==> src/rtl/pwm_pkg.sv <==
// rtl/pwm_pkg.sv - shared types and compare helper for the multi-channel PWM/window block
// Contents: pwm_mode_t (edge/center counting), pwm_dir_t (count direction),
//           pwm_cmp_lt (unsigned less-than on operands widened to PWM_CMP_W bits).
package pwm_pkg;

  typedef enum logic {PWM_EDGE = 1'b0, PWM_CENTER = 1'b1} pwm_mode_t;
  typedef enum logic {DIR_UP = 1'b0, DIR_DOWN = 1'b1} pwm_dir_t;

  // Wide enough that count + PADDING can never wrap for any legal DATA_WIDTH.
  localparam int unsigned PWM_CMP_W = 33;

  function automatic logic pwm_cmp_lt(input logic [PWM_CMP_W-1:0] a,
                                      input logic [PWM_CMP_W-1:0] b);
    return a < b;
  endfunction

endpackage

==> src/rtl/pwm_deadtime.sv <==
// rtl/pwm_deadtime.sv - complementary output pair with dead time for one PWM channel
// Ports:
//   clk, rst   clock, asynchronous active-low reset
//   r_d        next value of the raw channel signal
//   r_q        raw channel signal (registered)
//   out        high-side drive: r_q delayed on rise by DEADTIME clks, falls with r_q
//   out_n      low-side drive: ~r_q delayed on rise by DEADTIME clks, falls with r_q rising
// DEADTIME is expected to be >= 1.
module pwm_deadtime #(
  parameter int DEADTIME = 4
) (
  input  logic clk,
  input  logic rst,
  input  logic r_d,
  input  logic r_q,
  output logic out,
  output logic out_n
);

  localparam int RW = (DEADTIME < 1) ? 1 : $clog2(DEADTIME + 1);
  localparam logic [RW-1:0] RUN_MAX = RW'(DEADTIME);
  localparam logic [RW-1:0] RUN_ONE = RW'(1);

  // run_q = clks the raw signal has held its current level, saturating at DEADTIME.
  logic [RW-1:0] run_q, run_d;
  logic          settled;

  always_comb begin
    run_d = '0;
    if (r_d == r_q) begin
      run_d = (run_q >= RUN_MAX) ? RUN_MAX : run_q + RUN_ONE;
    end
  end

  always_ff @(posedge clk or negedge rst) begin
    if (!rst) begin
      run_q <= '0;
    end else begin
      run_q <= run_d;
    end
  end

  // Both outputs are gated by the same registered level, so they cannot overlap
  // and each drops on the very edge r_q leaves its level.
  assign settled = (run_q >= RUN_MAX);
  assign out     = r_q & settled;
  assign out_n   = ~r_q & settled;

endmodule

==> src/rtl/pwm_window_multi.sv <==
// rtl/pwm_window_multi.sv - phase-locked multi-channel PWM with safe-sample windows
// Optional feature macro: PWM_WINDOW_MULTI_DEADTIME_EN (adds DEADTIME parameter and out_n port).
// Ports:
//   clk, rst       clock, asynchronous active-low reset
//   en             synchronous run enable; low clears counters and outputs
//   prescale       clks per tick (0 behaves as 1)
//   top            terminal count
//   center_mode    0 = edge-aligned, 1 = center-aligned
//   ch_en          per-channel enable
//   compare        packed per-channel compare values, channel i at [i*DATA_WIDTH +: DATA_WIDTH]
//   out            PWM outputs
//   out_n          complementary outputs (deadtime build only)
//   window         safe-sample windows
//   period_start   one-clk pulse after the tick that begins a period
//   count          current counter value
module pwm_window_multi
  import pwm_pkg::*;
#(
  parameter int DATA_WIDTH     = 8,
  parameter int PRESCALE_WIDTH = 8,
  parameter int NUM_CH         = 4,
  parameter int PADDING        = 30
`ifdef PWM_WINDOW_MULTI_DEADTIME_EN
  , parameter int DEADTIME     = 4
`endif
) (
  input  logic                           clk,
  input  logic                           rst,
  input  logic                           en,
  input  logic [PRESCALE_WIDTH-1:0]      prescale,
  input  logic [DATA_WIDTH-1:0]          top,
  input  logic                           center_mode,
  input  logic [NUM_CH-1:0]              ch_en,
  input  logic [NUM_CH*DATA_WIDTH-1:0]   compare,
  output logic [NUM_CH-1:0]              out,
`ifdef PWM_WINDOW_MULTI_DEADTIME_EN
  output logic [NUM_CH-1:0]              out_n,
`endif
  output logic [NUM_CH-1:0]              window,
  output logic                           period_start,
  output logic [DATA_WIDTH-1:0]          count
);

  localparam logic [PRESCALE_WIDTH-1:0] PS_ONE  = PRESCALE_WIDTH'(1);
  localparam logic [DATA_WIDTH-1:0]     CNT_ONE = DATA_WIDTH'(1);

  logic [PRESCALE_WIDTH-1:0]    pcnt_q, pcnt_d, p_last;
  logic [DATA_WIDTH-1:0]        count_q, count_d;
  pwm_dir_t                     dir_q, dir_d;
  logic                         running_q, running_d;
  logic [DATA_WIDTH-1:0]        top_sh_q, top_sh_d;
  pwm_mode_t                    mode_sh_q, mode_sh_d;
  logic [NUM_CH-1:0]            ch_en_sh_q, ch_en_sh_d;
  logic [NUM_CH*DATA_WIDTH-1:0] cmp_sh_q, cmp_sh_d;
  logic [NUM_CH-1:0]            out_q, out_d;
  logic [NUM_CH-1:0]            window_q, window_d;
  logic                         ps_q, ps_d;
  logic                         tick;
  logic                         boundary;
  logic [PWM_CMP_W-1:0]         cnt_w, cnt_pad_w, pad_w;

  // Prescaler: a value of 0 behaves as 1. ">=" lets a prescale reduced
  // mid-run tick at once instead of running pcnt around its full range.
  assign p_last = (prescale == '0) ? '0 : prescale - PS_ONE;
  assign tick   = en && (pcnt_q >= p_last);

  // Counter and direction. running_q is cleared by reset and by en=0, so the
  // first tick afterwards restarts the period at count 0.
  always_comb begin
    pcnt_d    = pcnt_q;
    count_d   = count_q;
    dir_d     = dir_q;
    running_d = running_q;
    boundary  = 1'b0;
    if (!en) begin
      pcnt_d    = '0;
      count_d   = '0;
      dir_d     = DIR_UP;
      running_d = 1'b0;
    end else if (tick) begin
      pcnt_d    = '0;
      running_d = 1'b1;
      if (!running_q || (top_sh_q == '0)) begin
        boundary = 1'b1;
      end else if (mode_sh_q == PWM_EDGE) begin
        if (count_q >= top_sh_q) begin
          boundary = 1'b1;
        end else begin
          count_d = count_q + CNT_ONE;
        end
      end else if ((dir_q == DIR_UP) && (count_q < top_sh_q)) begin
        count_d = count_q + CNT_ONE;
      end else if (count_q <= CNT_ONE) begin
        // Reaching 0 from 1 ends the period; with top=1 this happens straight
        // from the peak, so it is checked before the down-count branch.
        boundary = 1'b1;
      end else begin
        count_d = count_q - CNT_ONE;
        dir_d   = DIR_DOWN;
      end
      if (boundary) begin
        count_d = '0;
        dir_d   = DIR_UP;
      end
    end else begin
      pcnt_d = pcnt_q + PS_ONE;
    end
  end

  // Shadows follow the inputs while disabled and reload only on a period-start
  // tick, so the first count of a new period already uses the new values.
  always_comb begin
    top_sh_d   = top_sh_q;
    mode_sh_d  = mode_sh_q;
    ch_en_sh_d = ch_en_sh_q;
    cmp_sh_d   = cmp_sh_q;
    if (!en || boundary) begin
      top_sh_d   = top;
      mode_sh_d  = center_mode ? PWM_CENTER : PWM_EDGE;
      ch_en_sh_d = ch_en;
      cmp_sh_d   = compare;
    end
  end

  assign cnt_w     = PWM_CMP_W'(count_q);
  assign pad_w     = PWM_CMP_W'(PADDING);
  assign cnt_pad_w = cnt_w + pad_w;

  // Channel outputs and windows, computed from the current count and shadows.
  always_comb begin
    out_d    = '0;
    window_d = '0;
    ps_d     = boundary;
    for (int i = 0; i < NUM_CH; i++) begin
      if (en && ch_en_sh_q[i] &&
          pwm_cmp_lt(cnt_w, PWM_CMP_W'(cmp_sh_q[i*DATA_WIDTH +: DATA_WIDTH]))) begin
        out_d[i]    = 1'b1;
        // Edge mode also keeps PADDING clear of the rising edge at count 0;
        // in center mode that edge is mirrored by the descending side.
        window_d[i] = pwm_cmp_lt(cnt_pad_w, PWM_CMP_W'(cmp_sh_q[i*DATA_WIDTH +: DATA_WIDTH])) &&
                      ((mode_sh_q == PWM_CENTER) || !pwm_cmp_lt(cnt_w, pad_w));
      end
    end
  end

  always_ff @(posedge clk or negedge rst) begin
    if (!rst) begin
      pcnt_q     <= '0;
      count_q    <= '0;
      dir_q      <= DIR_UP;
      running_q  <= 1'b0;
      top_sh_q   <= '0;
      mode_sh_q  <= PWM_EDGE;
      ch_en_sh_q <= '0;
      cmp_sh_q   <= '0;
      out_q      <= '0;
      window_q   <= '0;
      ps_q       <= 1'b0;
    end else begin
      pcnt_q     <= pcnt_d;
      count_q    <= count_d;
      dir_q      <= dir_d;
      running_q  <= running_d;
      top_sh_q   <= top_sh_d;
      mode_sh_q  <= mode_sh_d;
      ch_en_sh_q <= ch_en_sh_d;
      cmp_sh_q   <= cmp_sh_d;
      out_q      <= out_d;
      window_q   <= window_d;
      ps_q       <= ps_d;
    end
  end

  assign count        = count_q;
  assign period_start = ps_q;
  assign window       = window_q;

`ifdef PWM_WINDOW_MULTI_DEADTIME_EN
  for (genvar g = 0; g < NUM_CH; g++) begin : g_dt
    pwm_deadtime #(
      .DEADTIME (DEADTIME)
    ) u_dt (
      .clk   (clk),
      .rst   (rst),
      .r_d   (out_d[g]),
      .r_q   (out_q[g]),
      .out   (out[g]),
      .out_n (out_n[g])
    );
  end
`else
  assign out = out_q;
`endif

endmodule

==> config.mk <==
export PLATFORM = sky130hd
export DESIGN_NAME = pwm_window_multi
export DESIGN_NICKNAME = d
export VERILOG_FILES = /design/src/rtl/pwm_pkg.sv /design/src/rtl/pwm_deadtime.sv /design/src/rtl/pwm_window_multi.sv
export SDC_FILE = /design/constraint.sdc
export NUM_CORES = 1
export LEC_CHECK = 0
export ABC_AREA = 1
export CORE_ASPECT_RATIO = 0.7
export CORE_MARGIN = 4
export CORE_UTILIZATION = 45
export CTS_BUF_LIST = sky130_fd_sc_hd__clkbuf_8 sky130_fd_sc_hd__clkbuf_16
export CTS_CLUSTER_SIZE = 28
export DETAILED_ROUTE_END_ITERATION = 16
export PLACE_DENSITY = 0.65
export SYNTH_ARGS = -nofsm -noshare
export SYNTH_HDL_FRONTEND = slang
export SYNTH_SLANG_ARGS = --single-unit
==> constraint.sdc <==
create_clock -name clk -period 2.9 [get_ports clk]
set_input_delay 0.725 -clock clk [delete_from_list [all_inputs] [get_ports clk]]
set_output_delay 0.725 -clock clk [all_outputs]
set_load 0.005 [all_outputs]
# Yosys cells after proc, flatten, opt, wreduce, memory -nomap -nowiden
# Index checks and enable logic that the tools add are counted.
[word_totals]
regBits = 72
latchBits = 0
ramBits = 0
romBits = 0
input_bits = 56
out_inout_bits = 17
mem_count = 0
[op_classes]
n_addsub = 5
mul = 0
n_div = 0
n_lt_le_gt_ge = 13
n_eq_ne = 7
shift = 0
muxes = 38
n_bitwise = 1
reduce_logical = 24
[op_table]
columns = ["cell", "n"]
rows = [
  ["$mux 8", 11],
  ["$lt 8x8->1", 5],
  ["$lt 9x8->1", 4],
  ["$mux 1", 27],
  ["$add 8x1->8 const B", 2],
  ["$ge 8x8->1", 2],
  ["$logic_not 8->1", 2],
  ["$sub 8x1->8 const B", 2],
  ["$logic_and 1x1->1", 14],
  ["$add 8x5->9 const B", 1],
  ["$ne 3x2->1 const B", 3],
  ["$le 8x1->1 const B", 1],
  ["$lt 8x5->1 const B", 1],
  ["$ne 5x4->1 const B", 1],
  ["$reduce_and 5->1", 1],
  ["$ne 4x3->1 const B", 1],
  ["$reduce_and 4->1", 1],
  ["$logic_not 1->1", 3],
  ["$logic_or 1x1->1", 3],
  ["$ne 3x1->1 const B", 1],
  ["$ne 2x1->1 const B", 1],
  ["$not 1->1", 1],
]

# Depth between registers and ports, before layout
# Gate-level depths: netlist of run 1.
[logic_depth]
ltp_word = 10
mapped_depth = 19
depth_no_buf = 18

# Worst setup path before layout of run 1
# OpenSTA, ideal clock, no wires.
[synth_timing]
kind = "input to register"
start = "in prescale[1]"
end = "reg ch_en_sh_q[1]"
t_arrival_ns = 2.698
required_ns = 2.783
slack_ns = 0.085
path_stages = 19
n_path_buf = 2
cell_sequence = "nor2_1 -> nand2_1 -> nor2_1 -> inv_1 -> nor3_1 -> xor2_1 -> nand2_1 -> ha_1 -> nand2_1 -> nor2_1 -> nand4_1 -> nand3_1 -> nand2_1 -> inv_1 -> nand2_4 -> buf_12 -> buf_6 -> nand3_1 -> nand2_1"
[synth_via]
elab_chain_len = 7
[synth_lines]
columns = ["element", "line_no", "rtl"]
rows = [
  ["from (decl)", "pwm_window_multi.sv:30", "input logic [PRESCALE_WIDTH-1:0] prescale,"],
  ["$sub 8x1->8 or $logic_not 8->1 (tied branches)", "pwm_window_multi.sv:64", "assign p_last = (prescale == '0) ? '0 : prescale - PS_ONE;"],
  ["$mux 8 (*)", "pwm_window_multi.sv:64", ""],
  ["$ge 8x8->1 (*)", "pwm_window_multi.sv:65", "assign tick = en && (pcnt_q >= p_last);"],
  ["$logic_and 1x1->1 (*)", "pwm_window_multi.sv:65", ""],
  ["$mux 1 (*)", "pwm_window_multi.sv:80", "end else if (tick) begin"],
  ["$mux 1 (*)", "pwm_window_multi.sv:75", "if (!en) begin"],
  ["$logic_or 1x1->1 (*)", "pwm_window_multi.sv:117", "if (!en || boundary) begin"],
  ["to (signal assigned)", "pwm_window_multi.sv:166", "ch_en_sh_q <= ch_en_sh_d;"],
  ["to (decl)", "pwm_window_multi.sv:53", "logic [NUM_CH-1:0] ch_en_sh_q, ch_en_sh_d;"],
]
# Every way passes the cells marked *; elsewhere a longest branch is shown, timed or not.
# A chain may end at the register's enable or synchronous reset.

# Worst setup path in the final report of run 1
[layout_timing]
start = "in prescale[2]"
end = "reg cmp_sh_q[19]"
[layout_via]
elab_chain_len = 7
[layout_lines]
columns = ["element", "line_no", "rtl"]
rows = [
  ["$sub 8x1->8 or $logic_not 8->1 (tied branches)", "pwm_window_multi.sv:64", ""],
  ["$mux 8 (*)", "pwm_window_multi.sv:64", ""],
  ["$ge 8x8->1 (*)", "pwm_window_multi.sv:65", ""],
  ["$logic_and 1x1->1 (*)", "pwm_window_multi.sv:65", ""],
  ["$mux 1 (*)", "pwm_window_multi.sv:80", ""],
  ["$mux 1 (*)", "pwm_window_multi.sv:75", ""],
  ["$logic_or 1x1->1 (*)", "pwm_window_multi.sv:117", ""],
  ["to (signal assigned)", "pwm_window_multi.sv:167", "cmp_sh_q <= cmp_sh_d;"],
  ["to (decl)", "pwm_window_multi.sv:54", "logic [NUM_CH*DATA_WIDTH-1:0] cmp_sh_q, cmp_sh_d;"],
]
# Marks and branches as above.

==> out/metrics.csv, run 1 <==
metric,value,unit
dieArea,0.0144,mm2
fin_worst_skew,9.02,ps
synth_cells,715,
first_pass_iters,5,
power,0.00283,W
antenna_found_initial,0,
yosysWarnings,0,
grt_usage,0.238,
viasPerCell,5.40,
hold_path_class,in2async,
cts-root-buf,clkbuf_16,
path_cells,buf_2 > buf_4 > nor2_2 > nand2_2 > nor2_4 > nand3_4 > o21ai_1 > ha_1 > a21oi_2 > o21ai_1 > nand2_1 > nand3_2 > nand2_1 > inv_2 > nand2_4 > nand2_8 > buf_12 > buf_8 > buf_12 > nand2_1 > nand2_1,
grt_pass1_wl,27.1,mm
wl,16.8,mm
relSlewSlack,0.539,
crit_fanout,6,
instances_no_fill,991,
critPathMostFrequentCell,nand2_1,
antenna_cells,0,
cts_made_buffers,9,
rows,33,
detailed_place_hpwl,11.9,mm
outcome,finished clean,
sw_frac_of_total,0.305,
fin_crit,2860,ps
coreArea,0.0120,mm2
finalSetupViolCount,0,
grt-ovfl-total,0,
dp.cells,958,
hold_viol_final,0,
htreeDepth,3,
path_clk_slew,70,ps
gp_congestion,0.885,
clock_path_buffers,2,
vdd.ir_drop.worst,0.294,mV
syn_avg_cell_area,7.86,um2
crit_required,3130,ps
ios,73,
cp_num_buf_inv,6,
power.leakage,3.89,nW
ys_ff_latch,72,
die_h,101,um
worstSetupEndpointType,flip-flop,
cap_viol_max_count,0,
pwr-share-seq,0.403,
finalCritPeriodShare,0.985,
worstMarginPinSlew,691,ps
comb_power_share,0.226,
drt_iter0_markers,364,
timing.hold.ws,303,ps
syn_nets,851,
drt-wirelength-per-cell,16.9,um
post-place-ws,-599,ps
regToRegSetupSlack,370,ps
cpPeakStageDelay,290,ps
p_switching,0.000862,W
fin_nets,966,
critical_path.startpoint_type,primary input,
drc_errors,0,
ys_seq_area_frac,0.321,
critPathSlowestCell,ha_1,
drive_above_1_share,0.192,
num_vias,5351,
postCtsHoldBufs,0,
finalMaxSlewViolations,0,
crit_type,in2reg,
syn2layout_area_growth,32.5,%
critPathTopFamily,simple AND/OR/NAND/NOR gates,
cts.sinks,72,
powerDensity,380,mW/mm2
arrival,3090,ps
synth_cell_types,33,
internal_power,0.00196,W
final_antenna_net_count,0,
syn_area,0.00562,mm2
portBuffers,72,
grt_max_degree,43,
layout_setup_ws,43.8,ps
start_util,0.469,
grt_pass1_vias,5459,
timing.fmax,350,MHz
cts_tree,built,
p_clk_frac,0.370,
die_x,142,um
n_fill_cell,1060,
insertion_delay,340,ps
[cells in the mapped netlist]
cell type / number / area, um2
a21boi_0: 6 / 45.0
a21o_1: 1 / 7.51
a21oi_1: 44 / 220
a31oi_1: 1 / 6.26
and3_1: 1 / 6.26
buf_12: 4 / 80.1
buf_2: 14 / 70.1
buf_6: 1 / 11.3
clkbuf_1: 5 / 18.8
dfrtp_1: 72 / 1800
ha_1: 80 / 1000
inv_1: 90 / 338
nand2_1: 189 / 709
nand2_2: 1 / 6.26
nand2_4: 2 / 22.5
nand3_1: 39 / 195
nand3_2: 32 / 320
nand3_4: 1 / 17.5
nand3b_1: 6 / 45.0
nand4_1: 25 / 156
nand4_2: 1 / 12.5
nor2_1: 49 / 184
nor2_2: 1 / 6.26
nor2_4: 1 / 11.3
nor3_1: 6 / 30.0
nor4_1: 2 / 12.5
o2111ai_1: 1 / 8.76
o21a_1: 6 / 45.0
o21ai_0: 17 / 85.1
o21bai_1: 2 / 15.0
or2_2: 1 / 6.26
xnor2_1: 2 / 17.5
xor2_1: 12 / 105
[state kept, by name, summed over array words and instances (netlist names), 4 cells and up]
register    cells
count           8
out             4
pcnt_q          8
ch_en_sh_q      4
window          4
top_sh_q        8
cmp_sh_q       32
[cell families (layout without fill, tap and decap cells)]
group                      count (synthesis)  in the layout  synth area share
and+or+nand+nor                          357            357             0.310
buffers and inverters                    114            233            0.0922
adders and majority gates                 80             80             0.178
AOI/OAI and AO/OA                         78             78            0.0771
DFF                                       72             72             0.321
xor gates and xnor gates                  14             14            0.0218
[final cells by class]
class | instances | area [um2] | share of cell area
Clock buffer | 9 | 225 | 0.0303
Clock inverter | 6 | 46.3 | 0.00622
Inverter | 90 | 338 | 0.0454
Multi-Input combinational cell | 529 | 3490 | 0.469
Sequential cell | 72 | 1800 | 0.242
Tap cell | 157 | 196 | 0.0264
Timing Repair Buffer | 128 | 1350 | 0.181
[worst register-to-register path, cell delays in order (launching register included)]
cell and delay [ps]:
dfrtp_1 380, buf_4 210, ha_1 340, nand2_1 70, nand2_1 40, nand2_1 50
nand2_1 50, nand2_2 180, nand3_4 170, nand3_2 110, nand3_2 110, nand2_4 130
nand2_8 60, buf_12 140, buf_8 130, buf_12 130, nand2_1 60, nand2_1 50
[power groups by stage]
stage	registers, W	clock network, W	logic, W
3_5_place_dp	0.00116	0	0.000545
2_1_floorplan	0.00114	0	0.000317
4_1_cts	0.00114	0.00107	0.000619
6_report	0.00114	0.00105	0.000640
3_3_place_gp	0.00115	0	0.000524
5_1_grt	0.00115	0.00111	0.000712
[final timing paths]
path,startpoint,endpoint,cells after the start
max in group asynchronous,rst,ch_en_sh_q[2]$_DFFE_PN0P_,2
setup reg to reg,count[1]$_DFFE_PN0P_,cmp_sh_q[19]$_DFFE_PN0P_,17
hold reg to reg,pcnt_q[0]$_DFF_PN0_,pcnt_q[0]$_DFF_PN0_,1
min in group clk,pcnt_q[0]$_DFF_PN0_,pcnt_q[0]$_DFF_PN0_,1
setup / recovery,prescale[2],cmp_sh_q[19]$_DFFE_PN0P_,21
hold / removal,rst,out[3]$_DFF_PN0_,1
[through the flow]
step / util / area, um2 / TNS [ps]
2_1_floorplan: - / 5620 / 0
3_5_place_dp: 0.559 / 6690 / -33700
6_report: 0.622 / 7440 / 0
3_3_place_gp: 0.559 / 6690 / -25320
5_1_grt: 0.622 / 7440 / -1670
4_1_cts: 0.613 / 7340 / 0
[layer usage]
layer	part of all wire	track usage	up-vias
met5	0	0	-
met4	0.017	0.0627	0
met3	0.058	0.0467	32
met2	0.45	0.393	184
met1	0.47	0.323	2546
li1	-	-	2589
[cells in the final DEF, fill, tap and decap left out, types with 3 or more instances in the layout]
cell,n
a21boi_0,6
a21oi_1,40
a21oi_2,4
buf_12,7
buf_16,6
buf_2,5
buf_4,38
buf_6,3
clkbuf_16,9
clkdlybuf4s50_1,63
dfrtp_1,72
ha_1,77
ha_4,3
inv_1,86
inv_2,4
nand2_1,166
nand2_2,22
nand2_4,3
nand3_1,36
nand3_2,34
nand3b_1,6
nand4_1,25
nor2_1,44
nor2_4,5
nor3_1,5
o21a_1,6
o21ai_0,15
xor2_1,12
[repair_timing]
action / in CTS / in global routing
setup endpoints to repair: 62 / 59
cloned: 6 / 0
gates resized for setup: 60 / 27
buffers inserted: 12 / 3
pin swaps: 17 / 18
No activity file was read; power rests on OpenSTA's default activity.
==> run 2: changes to the inputs <==
==> constraint.sdc (replaced) <==
create_clock -name clk -period 3.1 [get_ports clk]
set_input_delay 0.775 -clock clk [delete_from_list [all_inputs] [get_ports clk]]
set_output_delay 0.775 -clock clk [all_outputs]
set_load 0.005 [all_outputs]
==> out/metrics.csv, run 2 (synthesized netlist as in run 1, its figures left out) <==
metric,value,unit,change
drt_iter0_markers,351,,-3.6%
instances_no_fill,979,,-1.2%
cpPeakStageDelay,420,ps,+130 ps
antenna_found_initial,0,,unchanged
regToRegSetupSlack,550,ps,+180 ps
gp_congestion,0.888,,+0.35%
relSlewSlack,0.522,,-0.0170
drt-wirelength-per-cell,16.3,um,-3.5%
power.leakage,3.80,nW,-2.4%
portBuffers,72,,unchanged
r2r_cells,12,,-5
timing.hold.ws,495,ps,+192 ps
ios,73,,unchanged
viasPerCell,5.28,,-2.2%
hold_viol_final,0,,unchanged
grt_max_degree,50,,+16%
layout_commonest_cell,nand2_1,,
cp_num_buf_inv,4,,-2
drive_above_1_share,0.147,,-0.0446
final_antenna_net_count,0,,unchanged
coreArea,0.0120,mm2,unchanged
fin_crit,3060,ps,
grt_usage,0.230,,-0.00802
internal_power,0.00183,W,-6.7%
hold_path_class,reg2reg,,
clock_path_buffers,2,,unchanged
cts-root-buf,clkbuf_16,,
first_pass_iters,5,,unchanged
cts_tree,built,,
sw_frac_of_total,0.298,,-0.00705
final_cell_mix,"nand2_1 (187), inv_1 (86), ha_1 (78)",,
grt-ovfl-total,0,,unchanged
finalMaxSlewViolations,0,,unchanged
rr_endpoint,window[1]$_DFF_PN0_,,
rows,33,,unchanged
worstSetupEndpointType,flip-flop,,
path_cells,clkdlybuf4s50_1 > nor2_1 > inv_2 > nor3_2 > xor2_1 > nand2_1 > ha_4 > nand2_2 > nor2_2 > nand4_1 > nand3_1 > nand2_1 > inv_2 > nand2_4 > nand2_8 > buf_16 > nand2_1 > nand2_1,,
pwr-share-seq,0.408,,+0.005
die_h,101,um,unchanged
postCtsHoldBufs,0,,unchanged
worstMarginPinSlew,717,ps,+26.2 ps
num_vias,5172,,-3.3%
crit_required,3370,ps,+240 ps
drc_errors,0,,unchanged
p_clk_frac,0.384,,+0.014
top_register,cmp_sh_q,,
critPathSlowestCell,clkdlybuf4s50_1,,
path_clk_slew,60,ps,about the same
crit_type,in2reg,,
fin_nets,953,,-1.3%
cts.sinks,72,,unchanged
powerDensity,363,mW/mm2,-4.3%
antenna_cells,0,,unchanged
critical_path.startpoint_type,primary input,,
die_x,142,um,unchanged
syn2layout_area_growth,28.0,%,
min_from,pcnt_q[0]$_DFF_PN0_,,
wl,16.0,mm,-4.6%
reg2reg_from,count[2]$_DFFE_PN0P_,,
arrival,3340,ps,+250 ps
cap_viol_max_count,0,,unchanged
insertion_delay,340,ps,about the same
crit_fanout,9,,+3
grt_pass1_wl,26.5,mm,-2.4%
startpoint,prescale[5],,
htreeDepth,3,,unchanged
cts_made_buffers,9,,unchanged
vdd.ir_drop.worst,0.253,mV,-14%
grt_pass1_vias,5247,,-3.9%
comb_power_share,0.208,,-0.018
largest_reg_flops,32,,unchanged
detailed_place_hpwl,11.7,mm,-1.5%
timing.fmax,327,MHz,
critPathTopFamily,simple AND/OR/NAND/NOR gates,,
finalSetupViolCount,0,,unchanged
finalCritPeriodShare,0.988,,
p_switching,0.000778,W,-9.7%
critPathMostFrequentCell,nand2_1,,
hold_end,pcnt_q[0]$_DFF_PN0_,,
fin_worst_skew,4.39,ps,-4.63 ps
dieArea,0.0144,mm2,unchanged
start_util,0.469,,unchanged
whs_path_depth,1,,
dp.cells,957,,-0.10%
outcome,finished clean,,
## run 2: cell count changes in the layout (fill, tap and decap cells not counted), moves of 3 or more
cell and delta:
dlygate4sd2_1 +3, nand2_1 +21, buf_4 -7, nor2_2 +3, nand2_2 -19, buf_12 -3, nor2_4 -3, buf_2 -3
## run 2: through the flow
stage                     cell area (um2)  total power [W]   util  worst slack, ps  setup TNS (ps)
after detailed placement             6700          0.00159  0.559             -435          -23270
after floorplan                      5620          0.00136      -              235               0
final                                7190          0.00261  0.600             38.7               0
after global placement               6700          0.00157  0.559             -366          -18870
after CTS                            7130          0.00262  0.596             73.1               0
after global routing                 7190          0.00276  0.600             -123           -4530
## run 2: timing repair
action | CTS | global route
gates cloned | 4 | 0
resized for setup | 27 | 14
pin swaps | 16 | 13
buffers inserted | 4 | 0
setup endpoints to repair | 46 | 62
## run 2: power by group through the flow
| stage | combinational [W] | clock, W | sequential (W) |
|---|---|---|---|
| 4_1_cts | 0.000535 | 0.00102 | 0.00107 |
| 3_3_place_gp | 0.000487 | 0 | 0.00108 |
| 6_report | 0.000543 | 0.00100 | 0.00107 |
| 5_1_grt | 0.000617 | 0.00107 | 0.00107 |
| 2_1_floorplan | 0.000297 | 0 | 0.00106 |
| 3_5_place_dp | 0.000506 | 0 | 0.00108 |
## run 2: worst reg2reg max path, delay by kind of cell (launching register included)
family | cells | cell delay [ps]
xor+xnor | 1 | 160
flops | 1 | 630
buf+inv | 3 | 440
simple gates | 6 | 650
fa+ha+maj | 2 | 560
## run 2: worst max-delay path by stage
| stage | cells after the start | slack, ps | to |
|---|---|---|---|
| after floorplan | 19 | 240 | ch_en_sh_q[1]$_DFFE_PN0P_ |
| after global placement | 19 | -370 | cmp_sh_q[18]$_DFFE_PN0P_ |
| after detailed placement | 19 | -430 | cmp_sh_q[18]$_DFFE_PN0P_ |
| after CTS | 18 | 70 | cmp_sh_q[18]$_DFFE_PN0P_ |
| after global routing | 20 | -120 | cmp_sh_q[18]$_DFFE_PN0P_ |
| final | 18 | 40 | cmp_sh_q[23]$_DFFE_PN0P_ |
## run 2: layer usage
layer	global-route usage	part of all wire
met2	0.348	0.43
met3	0.0547	0.067
met1	0.330	0.49
met4	0.0642	0.014
met5	0	0
## run 2: area by class of cell
cell class                      instances  area (um2)
Fill cell                            1086        4790
Multi-Input combinational cell        529        3380
Sequential cell                        72        1800
Timing Repair Buffer                  115        1190
Inverter                               90         338
Clock buffer                           10         239
Tap cell                              157         196
Clock inverter                          6        43.8
